<file path="src/rtl/snake_pkg.sv">
// ---------------------------------------------------------------------------
// snake_pkg
// Shared definitions for the snake game datapath.
//   ADDR_W         pixel address width, layout {Y[6:0], X[7:0]}
//   X_MAX / Y_MAX  exclusive bounds of the visible playfield
//   TIMEOUT_MOVES  head moves an uneaten target survives (only used when
//                  target_manager is built with TARGET_TIMEOUT_EN)
//   addr_x/addr_y  field extractors for a pixel address
//   tgt_state_e    target_manager FSM states
// ---------------------------------------------------------------------------
package snake_pkg;

  localparam int ADDR_W        = 15;
  localparam int X_MAX         = 160;
  localparam int Y_MAX         = 120;
  localparam int TIMEOUT_MOVES = 64;

  typedef enum logic [1:0] {
    WAIT   = 2'd0,
    SAMPLE = 2'd1,
    ARMED  = 2'd2,
    EATEN  = 2'd3
  } tgt_state_e;

  function automatic logic [7:0] addr_x(input logic [ADDR_W-1:0] addr);
    return addr[7:0];
  endfunction

  function automatic logic [6:0] addr_y(input logic [ADDR_W-1:0] addr);
    return addr[14:8];
  endfunction

endpackage

</file>
<file path="src/rtl/target_addr_check.sv">
// ---------------------------------------------------------------------------
// target_addr_check
// Combinational placement test for a candidate pixel address: the address
// must lie inside the playfield and must not sit on the snake head.
// Ports:
//   addr       in   ADDR_W  candidate address
//   head_addr  in   ADDR_W  most recently captured head address
//   addr_ok    out  1       1 = candidate is usable
// ---------------------------------------------------------------------------
module target_addr_check
  import snake_pkg::*;
(
  input  logic [ADDR_W-1:0] addr,
  input  logic [ADDR_W-1:0] head_addr,
  output logic              addr_ok
);

  logic x_ok;
  logic y_ok;
  logic not_head;

  assign x_ok     = addr_x(addr) < 8'(X_MAX);
  assign y_ok     = addr_y(addr) < 7'(Y_MAX);
  assign not_head = addr != head_addr;
  assign addr_ok  = x_ok && y_ok && not_head;

endmodule

</file>
<file path="src/rtl/target_manager.sv">
// ---------------------------------------------------------------------------
// target_manager
// Takes candidate addresses from target_rdm_gen, latches a valid one as the
// live target, and detects when the snake head lands on it. A hit pulses
// TARGET_ATE (advancing the generator), bumps the saturating SCORE and
// fetches a fresh target after RND_LAT cycles.
// Ports:
//   CLK           in   1        rising-edge clock
//   RESET         in   1        asynchronous, active-low reset
//   GAME_ACTIVE   in   1        0 freezes all state and masks TARGET_ATE
//   HEAD_VALID    in   1        one-cycle pulse per head move
//   HEAD_ADDR     in   ADDR_W   head address, sampled with HEAD_VALID
//   RND_ADDR      in   ADDR_W   candidate target from target_rdm_gen
//   TARGET_ADDR   out  ADDR_W   live target address
//   TARGET_VALID  out  1        TARGET_ADDR holds a live target
//   TARGET_ATE    out  1        one-cycle pulse on hit (or timeout)
//   SCORE         out  SCORE_W  targets eaten, saturating
// Build option: define TARGET_TIMEOUT_EN to relocate a target that has
// survived TIMEOUT_MOVES head moves without being eaten.
// ---------------------------------------------------------------------------
module target_manager
  import snake_pkg::*;
#(
  parameter int SCORE_W = 8,
  parameter int RND_LAT = 2
)
(
  input  logic               CLK,
  input  logic               RESET,
  input  logic               GAME_ACTIVE,
  input  logic               HEAD_VALID,
  input  logic [ADDR_W-1:0]  HEAD_ADDR,
  input  logic [ADDR_W-1:0]  RND_ADDR,
  output logic [ADDR_W-1:0]  TARGET_ADDR,
  output logic               TARGET_VALID,
  output logic               TARGET_ATE,
  output logic [SCORE_W-1:0] SCORE
);

  localparam int WAIT_W = (RND_LAT < 1) ? 1 : $clog2(RND_LAT + 1);
  localparam logic [WAIT_W-1:0]  WAIT_LOAD = WAIT_W'(RND_LAT);
  localparam logic [WAIT_W-1:0]  WAIT_ONE  = WAIT_W'(1);
  localparam logic [SCORE_W-1:0] SCORE_SAT = {SCORE_W{1'b1}};

  tgt_state_e         state_q, state_d;
  logic [WAIT_W-1:0]  wait_q, wait_d;
  logic [ADDR_W-1:0]  target_q, target_d;
  logic               valid_q, valid_d;
  logic               ate_q, ate_d;
  logic [SCORE_W-1:0] score_q, score_d;
  logic [ADDR_W-1:0]  head_q, head_d;
  logic               addr_ok;
  logic               hit;

`ifdef TARGET_TIMEOUT_EN
  localparam int MV_W = $clog2(TIMEOUT_MOVES + 1);
  localparam logic [MV_W-1:0] MV_LAST = MV_W'(TIMEOUT_MOVES - 1);
  logic [MV_W-1:0] moves_q, moves_d;
`endif

  // Candidates are screened against the last captured head, not the live
  // HEAD_ADDR, so a head move in the sampling cycle cannot race the check.
  target_addr_check u_check (
    .addr      (RND_ADDR),
    .head_addr (head_q),
    .addr_ok   (addr_ok)
  );

  assign hit = HEAD_VALID && (HEAD_ADDR == target_q);

  always_comb begin
    state_d  = state_q;
    wait_d   = wait_q;
    target_d = target_q;
    valid_d  = valid_q;
    ate_d    = 1'b0;
    score_d  = score_q;
    head_d   = head_q;
`ifdef TARGET_TIMEOUT_EN
    moves_d  = moves_q;
`endif
    // With the game paused nothing advances and any pending pulse is dropped.
    if (GAME_ACTIVE) begin
      if (HEAD_VALID) head_d = HEAD_ADDR;
      unique case (state_q)
        WAIT: begin
          // Leave on the decrement that reaches zero; the zero test covers
          // a zero latency build.
          if (wait_q <= WAIT_ONE) state_d = SAMPLE;
          if (wait_q != '0)       wait_d  = wait_q - WAIT_ONE;
        end
        SAMPLE: begin
          if (addr_ok) begin
            target_d = RND_ADDR;
            valid_d  = 1'b1;
            state_d  = ARMED;
`ifdef TARGET_TIMEOUT_EN
            moves_d  = '0;
`endif
          end
        end
        ARMED: begin
          if (hit) begin
            state_d = EATEN;
            ate_d   = 1'b1;
            valid_d = 1'b0;
            if (score_q != SCORE_SAT) score_d = score_q + SCORE_W'(1);
          end
`ifdef TARGET_TIMEOUT_EN
          // A hit on the final allowed move is taken as a hit above.
          else if (HEAD_VALID) begin
            if (moves_q == MV_LAST) begin
              state_d = EATEN;
              ate_d   = 1'b1;
              valid_d = 1'b0;
            end else begin
              moves_d = moves_q + MV_W'(1);
            end
          end
`endif
        end
        EATEN: begin
          state_d = WAIT;
          wait_d  = WAIT_LOAD;
        end
        default: state_d = WAIT;
      endcase
    end
  end

  always_ff @(posedge CLK or negedge RESET) begin
    if (!RESET) begin
      state_q  <= WAIT;
      wait_q   <= WAIT_LOAD;
      target_q <= '0;
      valid_q  <= 1'b0;
      ate_q    <= 1'b0;
      score_q  <= '0;
      head_q   <= '0;
`ifdef TARGET_TIMEOUT_EN
      moves_q  <= '0;
`endif
    end else begin
      state_q  <= state_d;
      wait_q   <= wait_d;
      target_q <= target_d;
      valid_q  <= valid_d;
      ate_q    <= ate_d;
      score_q  <= score_d;
      head_q   <= head_d;
`ifdef TARGET_TIMEOUT_EN
      moves_q  <= moves_d;
`endif
    end
  end

  assign TARGET_ADDR  = target_q;
  assign TARGET_VALID = valid_q;
  // Masking keeps a pulse from escaping while the game is paused.
  assign TARGET_ATE   = ate_q & GAME_ACTIVE;
  assign SCORE        = score_q;

endmodule

</file>
<file path="config.mk">
export PLATFORM = sky130hd
export DESIGN_NAME = target_manager
export DESIGN_NICKNAME = d
export VERILOG_FILES = /design/src/rtl/snake_pkg.sv /design/src/rtl/target_addr_check.sv /design/src/rtl/target_manager.sv
export SDC_FILE = /design/constraint.sdc
export NUM_CORES = 1
export LEC_CHECK = 0
export CAP_MARGIN = 30
export CORE_ASPECT_RATIO = 1.25
export CORE_MARGIN = 2
export CORE_UTILIZATION = 45
export CTS_CLUSTER_SIZE = 12
export DETAILED_ROUTE_END_ITERATION = 8
export PLACE_DENSITY = 0.75
export SKIP_CTS_REPAIR_TIMING = 1
export SYNTH_ARGS = -nofsm -noshare
export SYNTH_HDL_FRONTEND = slang
export SYNTH_SLANG_ARGS = --single-unit
</file>
<file path="constraint.sdc">
create_clock -name CLK -period 6.34 [get_ports CLK]
set_input_delay 0.951 -clock CLK [delete_from_list [all_inputs] [get_ports CLK]]
set_output_delay 0.951 -clock CLK [all_outputs]
set_load 0.02 [all_outputs]
</file>
# Word level (Yosys, flattened, before mapping)
# Cells that the tools add are included.
# Widths: inputs -> output; s select.
[word_totals]
regBits = 44
wordCells = 48
[classes]
add_sub_neg = 2
n_lt_le_gt_ge = 3
eq_ne = 10
muxes = 12
bitwise_logic = 1
n_reduce_logical = 13
[op_table]
columns = ["operator", "n"]
rows = [
  ["$eq 15x15->1", 1],
  ["$ne 15x15->1", 1],
  ["$reduce_and 4->1", 3],
  ["$add 8x1->8 const B", 1],
  ["$lt 8x8->1 const B", 1],
  ["$mux 2", 4],
  ["$ne 2x2->1 const B", 4],
  ["$ne 8x8->1 const B", 1],
  ["$pmux 2 s4", 1],
  ["$lt 7x7->1 const B", 1],
  ["$reduce_and 3->1", 2],
  ["$reduce_bool 2->1", 3],
  ["$mux 1", 5],
  ["$eq 2x2->1 const B", 2],
  ["$pmux 2 s2", 1],
  ["$logic_and 1x1->1", 3],
  ["$eq 2x1->1 const B", 1],
  ["$le 2x1->1 const B", 1],
  ["$logic_not 2->1", 1],
  ["$pmux 1 s2", 1],
  ["$reduce_and 2->1", 1],
  ["$sub 2x1->2 const B", 1],
  ["$and 1x1->1", 1],
]

# Depth between registers and ports, before layout
# Gate-level depths: netlist of the first run.
[depth]
depth_word = 5
depth_mapped = 6

# By module
# A second synthesis of the first run with hierarchy kept.
[unflattened]
cells_unflattened = 186
hier_area_um2 = 2280.9
[by_module_without_submodules]
columns = ["module", "instances", "cells_per_inst", "area_per_inst_um2"]
rows = [
  ["target_manager", 1, 163, 2103.3],
  ["target_addr_check", 1, 23, 177.7],
]

# Worst setup path before layout of the first run
# OpenSTA, ideal clock, no wires.
[synth_path]
kind = "input to register"
startpoint = "input port HEAD_ADDR[11]"
endpoint = "register score_q[1], in the netlist SCORE[1]"
arrival_ps = 2429
path_slack_ps = 3786
stages = 5
path_buffers = 0
path_cell_list = "xnor2_1 nand4_1 or4_4 a311oi_4 mux2_2"
[synth_between]
elab_chain_len = 3
[synth_lines]
columns = ["element", "line", "source"]
rows = [
  ["start, declared", "target_manager.sv:32", "input logic [ADDR_W-1:0] HEAD_ADDR,"],
  ["$eq 15x15->1", "target_manager.sv:69", "assign hit = HEAD_VALID && (HEAD_ADDR == target_q);"],
  ["$logic_and 1x1->1", "target_manager.sv:69", ""],
  ["$reduce_and 4->1 (no source line)", "n/a", ""],
  ["end signal, assigned", "target_manager.sv:149", "score_q <= score_d;"],
  ["end, declared", "target_manager.sv:50", "logic [SCORE_W-1:0] score_q, score_d;"],
]
# No other way between the ends.
# A chain may end at the register's enable or synchronous reset.

# Worst setup path in the final report of the first run
[layout_path]
startpoint = "input port GAME_ACTIVE"
endpoint = "output port TARGET_ATE"
[layout_between]
elab_chain_len = 1
[layout_lines]
columns = ["element", "line", "source"]
rows = [
  ["start, declared", "target_manager.sv:30", "input logic GAME_ACTIVE,"],
  ["$and 1x1->1", "target_manager.sv:160", "assign TARGET_ATE = ate_q & GAME_ACTIVE;"],
  ["end, declared", "target_manager.sv:36", "output logic TARGET_ATE,"],
]
# No other way between the ends.

==> results of run 1 <==
-- state kept, by name (all words and copies together) (netlist names) --
| register | cells |
|---|---|
| ate_q | 1 |
| TARGET_ADDR | 15 |
| TARGET_VALID | 1 |
| wait_q | 2 |
| state_q | 2 |
| SCORE | 8 |
| head_q | 15 |
-- critical path, delay by kind of cell --
kind                   cells  cell delay [ns]
buffers and inverters      2             1.22
and+or+nand+nor            1             0.17
-- layer usage --
| metal | part of all wire [%] | up-vias |
|---|---|---|
| li1 | - | 752 |
| met1 | 43 | 774 |
| met2 | 52 | 29 |
| met3 | 3.5 | 5 |
| met4 | 1.6 | 0 |
| met5 | 0 | - |
-- cells in the mapped netlist (all sizes together) --
master and instances:
nor3b 1, and2 1, xor2 1, inv 6
nor3 1, o21ai 2, a311oi 1, dfstp 1
or4 2, o22ai 1, nand3 1, dfrtp 43
nand2 8, bufbuf 1, nor4 1, mux2i 3
nand2b 1, ha 8, mux2 33, buf 1
o21a 1, nand4 15, or3 1, a21oi 1
and3 3, a22o 1, xnor2 35, clkbuf 1
nor2 3
-- power breakdown --
part / leakage (nW) / internal (W) / switching [W]
logic: 0.651 / 0.000251 / 0.000214
clock network: 0.0455 / 0.0000889 / 0.0000906
registers: 0.538 / 0.000360 / 0.0000649
total: 1.23 / 0.000700 / 0.000369
-- kinds of logic after synthesis --
family / Yosys count
multiplexers: 36
flip-flops: 44
XOR/XNOR: 36
AND/OR/NAND/NOR: 38
adder cells (fa/ha/maj): 8
AO/OA/AOI/OAI: 7
buffers and inverters: 9
-- cell usage in the layout, fill, tap and decap left out, types with 2 or more instances in the layout --
master / n
mux2_2: 33
ha_1: 8
nor2_1: 3
clkdlybuf4s50_1: 57
xnor2_1: 35
and3_1: 3
nand2_1: 8
clkbuf_1: 2
dfrtp_1: 43
mux2i_1: 3
o21ai_0: 2
nand4_1: 15
inv_1: 6
clkbuf_8: 6
-- metrics by stage --
step	utilization, %	total power (W)	instances
final	62.54	0.001069	303
after global routing	62.54	0.001140	303
after CTS	62.54	0.001083	303
after detailed placement	60.66	0.0008974	295
after global placement	60.09	0.0008882	294
after floorplan	-	0.0007078	178
-- area by class of cell --
type / instances / area [um2]
Multi-Input combinational cell: 125 / 1101
Timing Repair Buffer: 60 / 610.6
Fill cell: 384 / 1798
Inverter: 6 / 22.52
Clock buffer: 8 / 90.09
Tap cell: 60 / 75.07
Sequential cell: 44 / 1102
-- how the worst min path moves through the flow --
| stage | start | to | slack, ns | cells after the start |
|---|---|---|---|---|
| after floorplan | wait_q[1]$_DFFE_PN1P_ | wait_q[1]$_DFFE_PN1P_ | 0.48 | 2 |
| after global placement | wait_q[1]$_DFFE_PN1P_ | wait_q[1]$_DFFE_PN1P_ | 0.49 | 2 |
| after detailed placement | wait_q[1]$_DFFE_PN1P_ | wait_q[1]$_DFFE_PN1P_ | 0.50 | 2 |
| after CTS | wait_q[1]$_DFFE_PN1P_ | wait_q[1]$_DFFE_PN1P_ | 0.51 | 2 |
| after global routing | head_q[6]$_DFFE_PN0P_ | head_q[6]$_DFFE_PN0P_ | 0.54 | 1 |
| final | wait_q[1]$_DFFE_PN1P_ | wait_q[1]$_DFFE_PN1P_ | 0.51 | 2 |
==> metrics.md, run 1 <==
| Metric | Value |
|---|---|
| Post-synthesis sequential area ratio | `between 40% and 50%` |
| Max Cap Violations | `0` |
| Post-synthesis net count | `220` |
| Worst-skew pair later-pin latency | `0.30 ns` |
| Post-synth cell types | `30` |
| Slew headroom | `54.88%` |
| Leading area contributor after synthesis | `dfrtp_1` |
| H-tree Lvls | `2` |
| M1 GR Usage | `23.83%` |
| Synth top area share | `between 40% and 50%` |
| Max Slew Vio Count | `0` |
| Total global-route track usage | `18.41%` |
| R2R Path End | `SCORE[1]$_DFFE_PN0P_` |
| CTS sink cnt | `44` |
| Dpl hpwl | `roughly 3700 um` |
| Ports | `59` |
| Crit path cell chain | `clkdlybuf4s50_1 > and2_1 > clkdlybuf4s50_1` |
| Largest net degree at the start of global routing | `24` |
| Met2 usage | `between 20% and 30%` |
| DRT iter0 DRCs | `39` |
| Mapped cell area | `roughly 0.0023 mm2` |
| Yosys warns | `0` |
| Fin. Hold Viols | `0` |
| CP dominant cell by count | `clkdlybuf4s50_1` |
| Synth Area in Compound Gates | `2.821%` |
| WL/cell | `between 15 and 20 um` |
| Max VDD drop | `0.2667 mV` |
| Hold crit path type | `reg2reg` |
| Worst-path fanout max | `8` |
| Worst r2r src | `TARGET_ADDR[4]$_DFFE_PN0P_` |
| XOR/XNOR Fraction of Synth Area | `roughly 14%` |
| Routed vias/inst | `approximately 5.1` |
| CTS Buf Count | `5` |
| Vias in the first global route | `about 1600` |
| Area growth, synth to finish | `32.69%` |
| Met3 usage in global routing | `about 3.8%` |
| Final worst slack | `3.055 ns` |
| Max Fclk | `between 300 and 400 MHz` |
| Min Tclk post-route | `between 3 and 4 ns` |
| Status | `finished clean` |
| Cells after synthesis | `178` |
| Port-buffer cells | `58` |
| RSZ-0062 raised after global routing | `no` |
| R2R setup slack | `about 4.1 ns` |
| Die area | `~0.0056 mm2` |
| Detailed Route WL | `~4700 um` |
| Root Buffer | `clkbuf_8` |
| Adder-cell share of the synthesized area | `under 10%` |
| Cell Rows | `28` |
| Nets | `between 200 and 300` |
| Critical path class | `in2out` |
| ANT nets after route | `0` |
| Top cells by area, synth | `dfrtp_1 (48%), mux2_2 (16%), xnor2_1 (14%)` |
| Final hold slack | `0.5081 ns` |
| Slowest-stage cell, CP | `clkdlybuf4s50_1` |
| First-pass GRT wire length | `about 7700 um` |
| CTS max path bufs | `2` |
| CORE AREA | `between 0.004 and 0.005 mm2` |
| Pre-CTS WS | `between 3 and 4 ns` |
| CP Capture Point | `TARGET_ATE` |
| Grt ovf | `0` |
| Final worst clock skew | `approximately 0.0049 ns` |
| CP required | `5.39 ns` |
| First-pass detailed-route iteration total | `4` |
| GP Congestion | `roughly 0.8` |
| Die height | `83.27 um` |
| Worst Setup End Kind | `output port` |
| Post-synthesis mux area share | `between 10% and 20%` |
| Synthesized flop and latch total | `44` |
| R2R cell count | `5` |
| Simple-gate portion of the synthesized area | `a little under a tenth` |
| Layout cells sized above 1 | `18.93%` |
| Final instance area | `0.003002 mm2` |
| Mean Syn Cell Area | `approximately 13 um2` |
| CTS tree | `built` |
| Clock slew at reported path FFs | `about 0.080 ns` |
| DP Area | `just under 0.003 mm2` |
| Final setup TNS | `0 ns` |
| Starting Density | `47.13%` |
| Slew @ Worst Pin | `0.6752 ns` |
| Die W | `67.42 um` |
| Leak Pwr | `between 1 and 1.5 nW` |
| CP Launch Point | `GAME_ACTIVE` |
| P per Cell Area | `roughly 360 mW/mm2` |
| Diodes inserted | `0` |
| Via count | `between 1500 and 2000` |
| Post-route clock period utilization | `roughly 52%` |
| Largest family of logic cells by synthesized area | `multiplexers` |
| # DRC | `0` |
| Final-report setup violation count | `0` |
| Critical Path Max Stage Delay | `~0.62 ns` |
| Arrival @ worst endpoint | `2.33 ns` |
| Global routing's busiest layer | `met2` |
| CP Launch Type | `primary input` |
| Initial antenna violation count | `0` |
Power figures use the tool's default switching activity.
==> inputs of run 2 (changes only) <==
clock period = 3.2 ns   (was 6.34 ns; I/O delays follow)
==> metrics.md, run 2 (synthesized netlist as in run 1, its figures left out) <==
| Metric | Value |
|---|---|
| Total global-route track usage | `between 10% and 20%` |
| CTS max path bufs | `2` |
| CTS Buf Count | `5` |
| Clk network pwr share | `16.8%` |
| DP Area | `0.002912 mm2` |
| Detailed Route WL | `4597 um` |
| Root Buffer | `clkbuf_8` |
| Critical path class | `in2reg` |
| Ports | `59` |
| CP Launch Type | `primary input` |
| Final instance area | `~0.003 mm2` |
| Fin. Hold Viols | `0` |
| Initial antenna violation count | `0` |
| Area growth, synth to finish | `32.80%` |
| Leak Pwr | `~1.2 nW` |
| Starting Density | `47.13%` |
| RSZ-0062 raised after global routing | `no` |
| Switching Fraction | `between 30% and 40%` |
| Logic gate share of total power | `a little over two fifths` |
| Net Switching | `about 0.00073 W` |
| Via count | `~1600` |
| Max Cap Violations | `0` |
| Final setup TNS | `0 ns` |
| Commonest non-fill, non-tap cell in the layout | `clkdlybuf4s50_1` |
| ANT nets after route | `0` |
| Max Fclk | `about 410 MHz` |
| Crit path cell chain | `clkdlybuf4s50_1 > xnor2_1 > nand4_1 > or4_4 > a311oi_4 > mux2_2` |
| CTS tree | `built` |
| # DRC | `0` |
| Status | `finished clean` |
| Critical Path Max Stage Delay | `a little under 0.6 ns` |
| Die area | `0.005614 mm2` |
| CP required | `approximately 3.4 ns` |
| Cell Rows | `28` |
| Slew @ Worst Pin | `between 0.6 and 0.7 ns` |
| Final-report setup violation count | `0` |
| Post-route clock period utilization | `roughly three quarters` |
| Die W | `a little under 70 um` |
| Diodes inserted | `0` |
| Worst-path fanout max | `7` |
| Crit path max-delay family | `simple AND/OR/NAND/NOR gates` |
| Slew headroom | `a little under three fifths` |
| Max Slew Vio Count | `0` |
| WL/cell | `roughly 15 um` |
| Max VDD drop | `approximately 0.53 mV` |
| First-pass GRT wire length | `7741 um` |
| H-tree Lvls | `2` |
| Dpl hpwl | `~3700 um` |
| CORE AREA | `around 0.0048 mm2` |
| Slowest-stage cell, CP | `or4_4` |
| P per Cell Area | `just over 700 mW/mm2` |
| Layout cells sized above 1 | `around a fifth` |
| Worst Setup End Kind | `register` |
| Hold crit path type | `in2async` |
| Worst-skew pair later-pin latency | `roughly 0.30 ns` |
| Vias in the first global route | `approximately 1700` |
| Routed vias/inst | `5.211` |
| First-pass detailed-route iteration total | `4` |
| Port-buffer cells | `just under 60` |
| Most frequent cells in the layout | `clkdlybuf4s50_1 (57), dfrtp_1 (43), xnor2_1 (35)` |
| Buffers and inverters on the worst path | `1` |
| Grt ovf | `0` |
| Clock slew at reported path FFs | `~0.08 ns` |
| Reg power frac | `approximately two fifths` |
| Nets | `285` |
| Largest net degree at the start of global routing | `27` |
| GP Congestion | `roughly 0.79` |
| Die height | `between 80 and 90 um` |
| Int Pwr | `about 0.0014 W` |
| Min Tclk post-route | `between 2 and 2.5 ns` |
| Arrival @ worst endpoint | `about 2.6 ns` |
| Power, Total | `0.002118 W` |
| Final worst clock skew | `roughly 0.0088 ns` |
| CTS sink cnt | `44` |
| DRT iter0 DRCs | `40` |
## run 2: cell count changes in the layout (fill, tap and decap cells not counted)
cell and change:
buf_12 +1, buf_16 -1, buf_4 +1, clkbuf_1 -2
clkinv_2 +2
## run 2: power groups by stage
stage          combinational (W)  sequential, W  clock [W]
4_1_cts                 0.000931       0.000845   0.000369
6_report                0.000920       0.000842   0.000355
5_1_grt                 0.000998       0.000865   0.000403
3_5_place_dp            0.000924       0.000856          0
2_1_floorplan           0.000442       0.000960          0
3_3_place_gp            0.000912       0.000852          0
## run 2: worst paths after layout
check | start | end | slack, ns | cells after the start
min in group CLK | wait_q[1]$_DFFE_PN1P_ | wait_q[1]$_DFFE_PN1P_ | 0.50 | 2
min reg2reg | wait_q[1]$_DFFE_PN1P_ | wait_q[1]$_DFFE_PN1P_ | 0.50 | 2
max | HEAD_ADDR[12] | SCORE[1]$_DFFE_PN0P_ | 0.78 | 6
max reg2reg | TARGET_ADDR[12]$_DFFE_PN0P_ | SCORE[1]$_DFFE_PN0P_ | 0.98 | 5
max in group asynchronous | RESET | wait_q[1]$_DFFE_PN1P_ | 2.52 | 2
min | RESET | head_q[14]$_DFFE_PN0P_ | 0.12 | 1
## run 2: area by class of cell
cell class / count / area [um2]
multi-input cells: 125 / 1101
flip-flops and latches: 44 / 1102
clock buffers: 6 / 82.58
well taps: 60 / 75.07
repair buffers: 61 / 610.6
inverters: 6 / 22.52
fillers: 399 / 1795
clock inverters: 2 / 10.01
## run 2: per-layer routing
| metal | vias to the layer above | GRT usage [%] | part of all wire [%] |
|---|---|---|---|
| met2 | 37 | 30.24 | 52 |
| met3 | 9 | 4.065 | 3.7 |
| met4 | 0 | 9.462 | 2.5 |
| met5 | - | 0 | 0 |
| li1 | 762 | - | - |
| met1 | 776 | 22.43 | 42 |
## run 2: per-stage QoR
stage                     hold slack, ns  utilization (%)  worst slack [ns]  cells
after floorplan                   0.1844                -             1.088    178
after global placement            0.4942            60.25            0.4777    295
after detailed placement          0.4541            60.66            0.4595    296
after CTS                         0.1243            62.59            0.7807    304
after global routing              0.1347            62.59            0.6637    304
final                             0.1221            62.59            0.7772    304
==> inputs of run 3 (changes only) <==
clock period = 2.43 ns   (was 3.2 ns; I/O delays follow)
==> metrics.md, run 3 (synthesized netlist as in run 1, its figures left out) <==
| Metric | Value |
|---|---|
| Status | `finished clean` |
| RSZ-0062 raised after global routing | `no` |
| Final worst clock skew | `slightly above 0.009 ns` |
| Met2 usage | `32.13%` |
| Area growth, synth to finish | `36.67%` |
| Commonest non-fill, non-tap cell in the layout | `clkdlybuf4s50_1` |
| Max Fclk | `about 430 MHz` |
| Most frequent cells in the layout | `clkdlybuf4s50_1 (57), dfrtp_1 (43), xnor2_1 (35)` |
| DRT iter0 DRCs | `85` |
| Die area | `approximately 0.0056 mm2` |
| Leak Pwr | `approximately 1.3 nW` |
| Via count | `1628` |
| Dpl hpwl | `between 3000 and 4000 um` |
| Max Cap Violations | `0` |
| Int Pwr | `~0.0019 W` |
| DP Area | `0.003002 mm2` |
| Met3 usage in global routing | `approximately 3.8%` |
| First-pass GRT wire length | `about 8200 um` |
| Max VDD drop | `0.5576 mV` |
| Fin. Hold Viols | `0` |
| CP Launch Type | `primary input` |
| Clock slew at reported path FFs | `0.08 ns` |
| CTS Buf Count | `5` |
| Nets | `~300` |
| P per Cell Area | `around 900 mW/mm2` |
| Routed vias/inst | `5.152` |
| Detailed Route WL | `between 4000 and 5000 um` |
| CORE AREA | `0.004800 mm2` |
| First-pass detailed-route iteration total | `4` |
| Arrival @ worst endpoint | `around 2.5 ns` |
| Critical path class | `in2reg` |
| Worst-path fanout max | `5` |
| CTS sink cnt | `44` |
| Ports | `slightly below 60` |
| Final hold slack | `about 0.039 ns` |
| ANT nets after route | `0` |
| Largest net degree at the start of global routing | `45` |
| Logic gate share of total power | `between 40% and 50%` |
| Grt ovf | `0` |
| Worst-skew pair later-pin latency | `0.29 ns` |
| Final-report setup violation count | `0` |
| Fillers | `400` |
| Net Switching | `approximately 0.00097 W` |
| # DRC | `0` |
| R2R cell count | `7` |
| Starting Density | `between 40% and 50%` |
| Die height | `83.27 um` |
| Layout cells sized above 1 | `a little under a quarter` |
| Post-route clock period utilization | `94.62%` |
| Initial antenna violation count | `0` |
| Slew headroom | `77.41%` |
| Hold crit path type | `in2async` |
| GP Congestion | `0.8186` |
| Clk network pwr share | `about 16%` |
| CTS max path bufs | `2` |
| Root Buffer | `clkbuf_8` |
| Core Util, Final | `64.42%` |
| CTS tree | `built` |
| Max Slew Vio Count | `0` |
| Switching Fraction | `34.23%` |
| M1 GR Usage | `about a quarter` |
| Cell Rows | `28` |
| Total global-route track usage | `between 10% and 20%` |
| Final instance area | `between 0.003 and 0.004 mm2` |
| Reg power frac | `between 30 and 40%` |
| Worst Setup End Kind | `register` |
| Vias in the first global route | `about 1700` |
| Die W | `slightly below 70 um` |
| Port-buffer cells | `58` |
| CP required | `roughly 2.6 ns` |
| Slew @ Worst Pin | `between 0.3 and 0.4 ns` |
| H-tree Lvls | `2` |
| WL/cell | `approximately 15 um` |
| Diodes inserted | `0` |
| Global routing's busiest layer | `met2` |
| Min Tclk post-route | `between 2 and 2.5 ns` |
[run 3: cell types whose count changed in the layout (fill, tap and decap cells not counted)]
| cell | change |
|---|---|
| clkinv_2 | -2 |
| buf_4 | +12 |
| clkbuf_1 | +2 |
[run 3: worst paths after layout]
check | to | slack (ns) | startpoint
max | SCORE[3]$_DFFE_PN0P_ | 0.13 | HEAD_ADDR[12]
max in group asynchronous | wait_q[1]$_DFFE_PN1P_ | 2.12 | RESET
min reg2reg | wait_q[1]$_DFFE_PN1P_ | 0.51 | wait_q[1]$_DFFE_PN1P_
min in group CLK | wait_q[1]$_DFFE_PN1P_ | 0.51 | wait_q[1]$_DFFE_PN1P_
min | head_q[11]$_DFFE_PN0P_ | 0.04 | RESET
max reg2reg | SCORE[3]$_DFFE_PN0P_ | 0.23 | TARGET_ADDR[0]$_DFFE_PN0P_
[run 3: through the flow]
stage	setup slack, ns	cells	TNS, ns	power (W)
floorplan	0.3176	178	0	0.001847
global placement	-0.1404	308	-0.7097	0.002368
detailed placement	-0.1771	308	-0.9020	0.002395
CTS	0.1335	316	0	0.002865
global route	0.01930	316	0	0.003020
finish	0.1308	316	0	0.002834
[run 3: worst max-delay path, cell delays in order]
cell	delay, ns
clkdlybuf4s50_1	0.49
xnor2_1	0.14
nand4_1	0.18
or4_4	0.60
a311oi_4	0.32
buf_4	0.19
nand2_1	0.07
xnor2_1	0.13
[run 3: cell type report]
class	count	area, um2	area share (%)
Timing Repair Buffer	73	700.7	22.66
Tap cell	60	75.07	2.428
Sequential cell	44	1102	35.65
Clock buffer	8	90.09	2.914
Multi-Input combinational cell	125	1101	35.61
Inverter	6	22.52	0.7284
[run 3: layer usage]
| layer | share of wire [%] | routed length [um] |
|---|---|---|
| met5 | 0 | 0 |
| met4 | 1.5 | 72 |
| met3 | 2.6 | 124 |
| met2 | 52 | 2503 |
| met1 | 44 | 2079 |
[run 3: power groups by stage]
stage	clock network (W)	logic [W]	registers [W]
2_1_floorplan	0	0.000582	0.00126
3_3_place_gp	0	0.00125	0.00112
3_5_place_dp	0	0.00126	0.00113
4_1_cts	0.000476	0.00127	0.00112
5_1_grt	0.000509	0.00137	0.00115
6_report	0.000462	0.00126	0.00111
==> variant, RTL diff (settings of run 3) <==
Reset style: synchronous (`RESET`), changed in one clocked block. Comments in the files are not updated.
--- a/src/rtl/target_manager.sv
+++ b/src/rtl/target_manager.sv
@@ -128,7 +128,7 @@
     end
   end
 
-  always_ff @(posedge CLK or negedge RESET) begin
+  always_ff @(posedge CLK) begin
     if (!RESET) begin
       state_q  <= WAIT;
       wait_q   <= WAIT_LOAD;
Behaviour: differs if RESET is asserted again (counterexample within 4 cycles, from zero or initial values and one cycle with RESET low); with RESET held inactive, the same outputs for 4 cycles.
==> variant against run 3 <==
  * Critical path depth is 1 lower
  * Critical endpoint is now SCORE[3]$_SDFFE_PN0P_
  * Area after synthesis decreased by 3.3%
  * Routed wire length grew 6.0%
  * Worst setup slack gained 0.14 ns
  * Sequential cell count did not move
  * Final area decreased by 4.2%
Power is not compared: it rests on default switching activity, and its combinational part moved more than twofold at a synthesized area within 25%.
==> variant: results <==
synth:
  synth_fa_ha_area_frac: 0.04574
  synthCells: 252
  synth.distinct_cells: 31
  synth_compound_area_frac: 0.08977
  synthTopCellsByArea: "dfxtp_1, xnor2_1, mux2i_1"
  syn_nets: 294
  synthXorXnorAreaFrac: 0.1281
  seq_area_frac_synth: 0.4025
  netlist_top_cells_count: "dfxtp_1, nand2_1, xnor2_1"
  synth_mux_area_frac: 0.08233
  synth-main-ff-cell: "dfxtp_1"
  synthArstFlopShare: 0
worst_hold_path:
  holdCritPathClass: "register to register"
finish:
  clock_buffers: 5
  area_share_nonclk_buffers: 0.2222
  drive_above_1_share: 0.06688
  nFillCells: 418
  inv_count: 6
  nonClockBufferCount: 65
  register_area_sq_um: 880.8
  instances_no_fill: 374
  num-multi-input-gates: 192
  multi_input_area_sq_um: 1244
  clk_share: 0.02746
  finalNetCount: 356
placement:
  dp_hpwl_microns: 3810
  gp_congestion: 0.7471
  place_ws_ns: -0.04726
  port_buffers: 58
run_status:
  status: "complete, no violations"
worst_setup_path:
  crit_fanout: 7
  regToRegSetupSlack_ns: 0.43
  r2r-start: "TARGET_ADDR[8]$_SDFFE_PN0P_"
  cp-endpoint: "SCORE[3]$_SDFFE_PN0P_"
  r2r-end: "SCORE[3]$_SDFFE_PN0P_"
  r2r_cells: 6
  startpoint: "HEAD_ADDR[8]"
  critPathMaxStageDelay_ns: 0.49
  slowest_stage: "clkdlybuf4s50_1"
routing:
  wl_met2_microns: 2544
  met1Wirelength_microns: 2127
  drt-initial-drc-count: 80
  post_drt_wl_per_cell_microns: 13.55
  wl_met3_microns: 309
  vias: 1954
global_route:
  grt_pass1_wl_microns: 8445
  use_met3: 0.05479
  track_usage: 0.2042
  grtUsageMet1: 0.2253
  grt_max_degree: 28
  met2_usage: 0.3740
  grt_pass1_vias: 1901
clock_tree:
  clockBufferDepth: 2
  htreeDepth: 2
  cts_root_buf: "clkbuf_8"
  insertion_delay_ns: 0.30
sta:
  fin_crit_sh: 0.8888
  finClkSkew_ns: 0.008028
  slew_headroom: 0.6307
[variant: changes by cell type in the layout (fill, tap and decap cells not counted), moves of 9 or more]
| cell | change |
|---|---|
| dfrtp_1 | -43 |
| dfxtp_1 | +44 |
| mux2i_1 | +15 |
| mux2_2 | -33 |
| a21oi_1 | +22 |
| buf_4 | -9 |
| nor2_1 | +18 |
| nand2_1 | +34 |
[variant: worst min-delay path by stage]
| stage | start | end | slack, ns | cells past startpoint |
|---|---|---|---|---|
| after detailed placement | head_q[2]$_SDFFE_PN0P_ | head_q[2]$_SDFFE_PN0P_ | 0.46 | 2 |
| after CTS | head_q[2]$_SDFFE_PN0P_ | head_q[2]$_SDFFE_PN0P_ | 0.47 | 2 |
| after global routing | head_q[4]$_SDFFE_PN0P_ | head_q[4]$_SDFFE_PN0P_ | 0.49 | 2 |
| final | head_q[9]$_SDFFE_PN0P_ | head_q[9]$_SDFFE_PN0P_ | 0.47 | 2 |
| after global placement | head_q[0]$_SDFFE_PN0P_ | head_q[0]$_SDFFE_PN0P_ | 0.46 | 2 |
| after floorplan | RESET | wait_q[1]$_SDFFE_PN1P_ | 0.43 | 1 |
[variant: metrics by stage]
step	area [sq um]	hold WS [ns]	total power [W]	setup TNS, ns
after global routing	2962	0.4922	0.001930	0
after detailed placement	2880	0.4602	0.001396	-0.07471
after floorplan	2188	0.4264	0.001185	0
final	2962	0.4706	0.001820	0
after CTS	2962	0.4715	0.001836	0
after global placement	2880	0.4561	0.001379	0
[variant: report_power, final]
part | switching [W] | internal [W] | leakage [nW]
logic | 0.000264 | 0.000273 | 0.625
registers | 0.0000553 | 0.000783 | 0.357
clock network | 0.000249 | 0.000195 | 0.0400
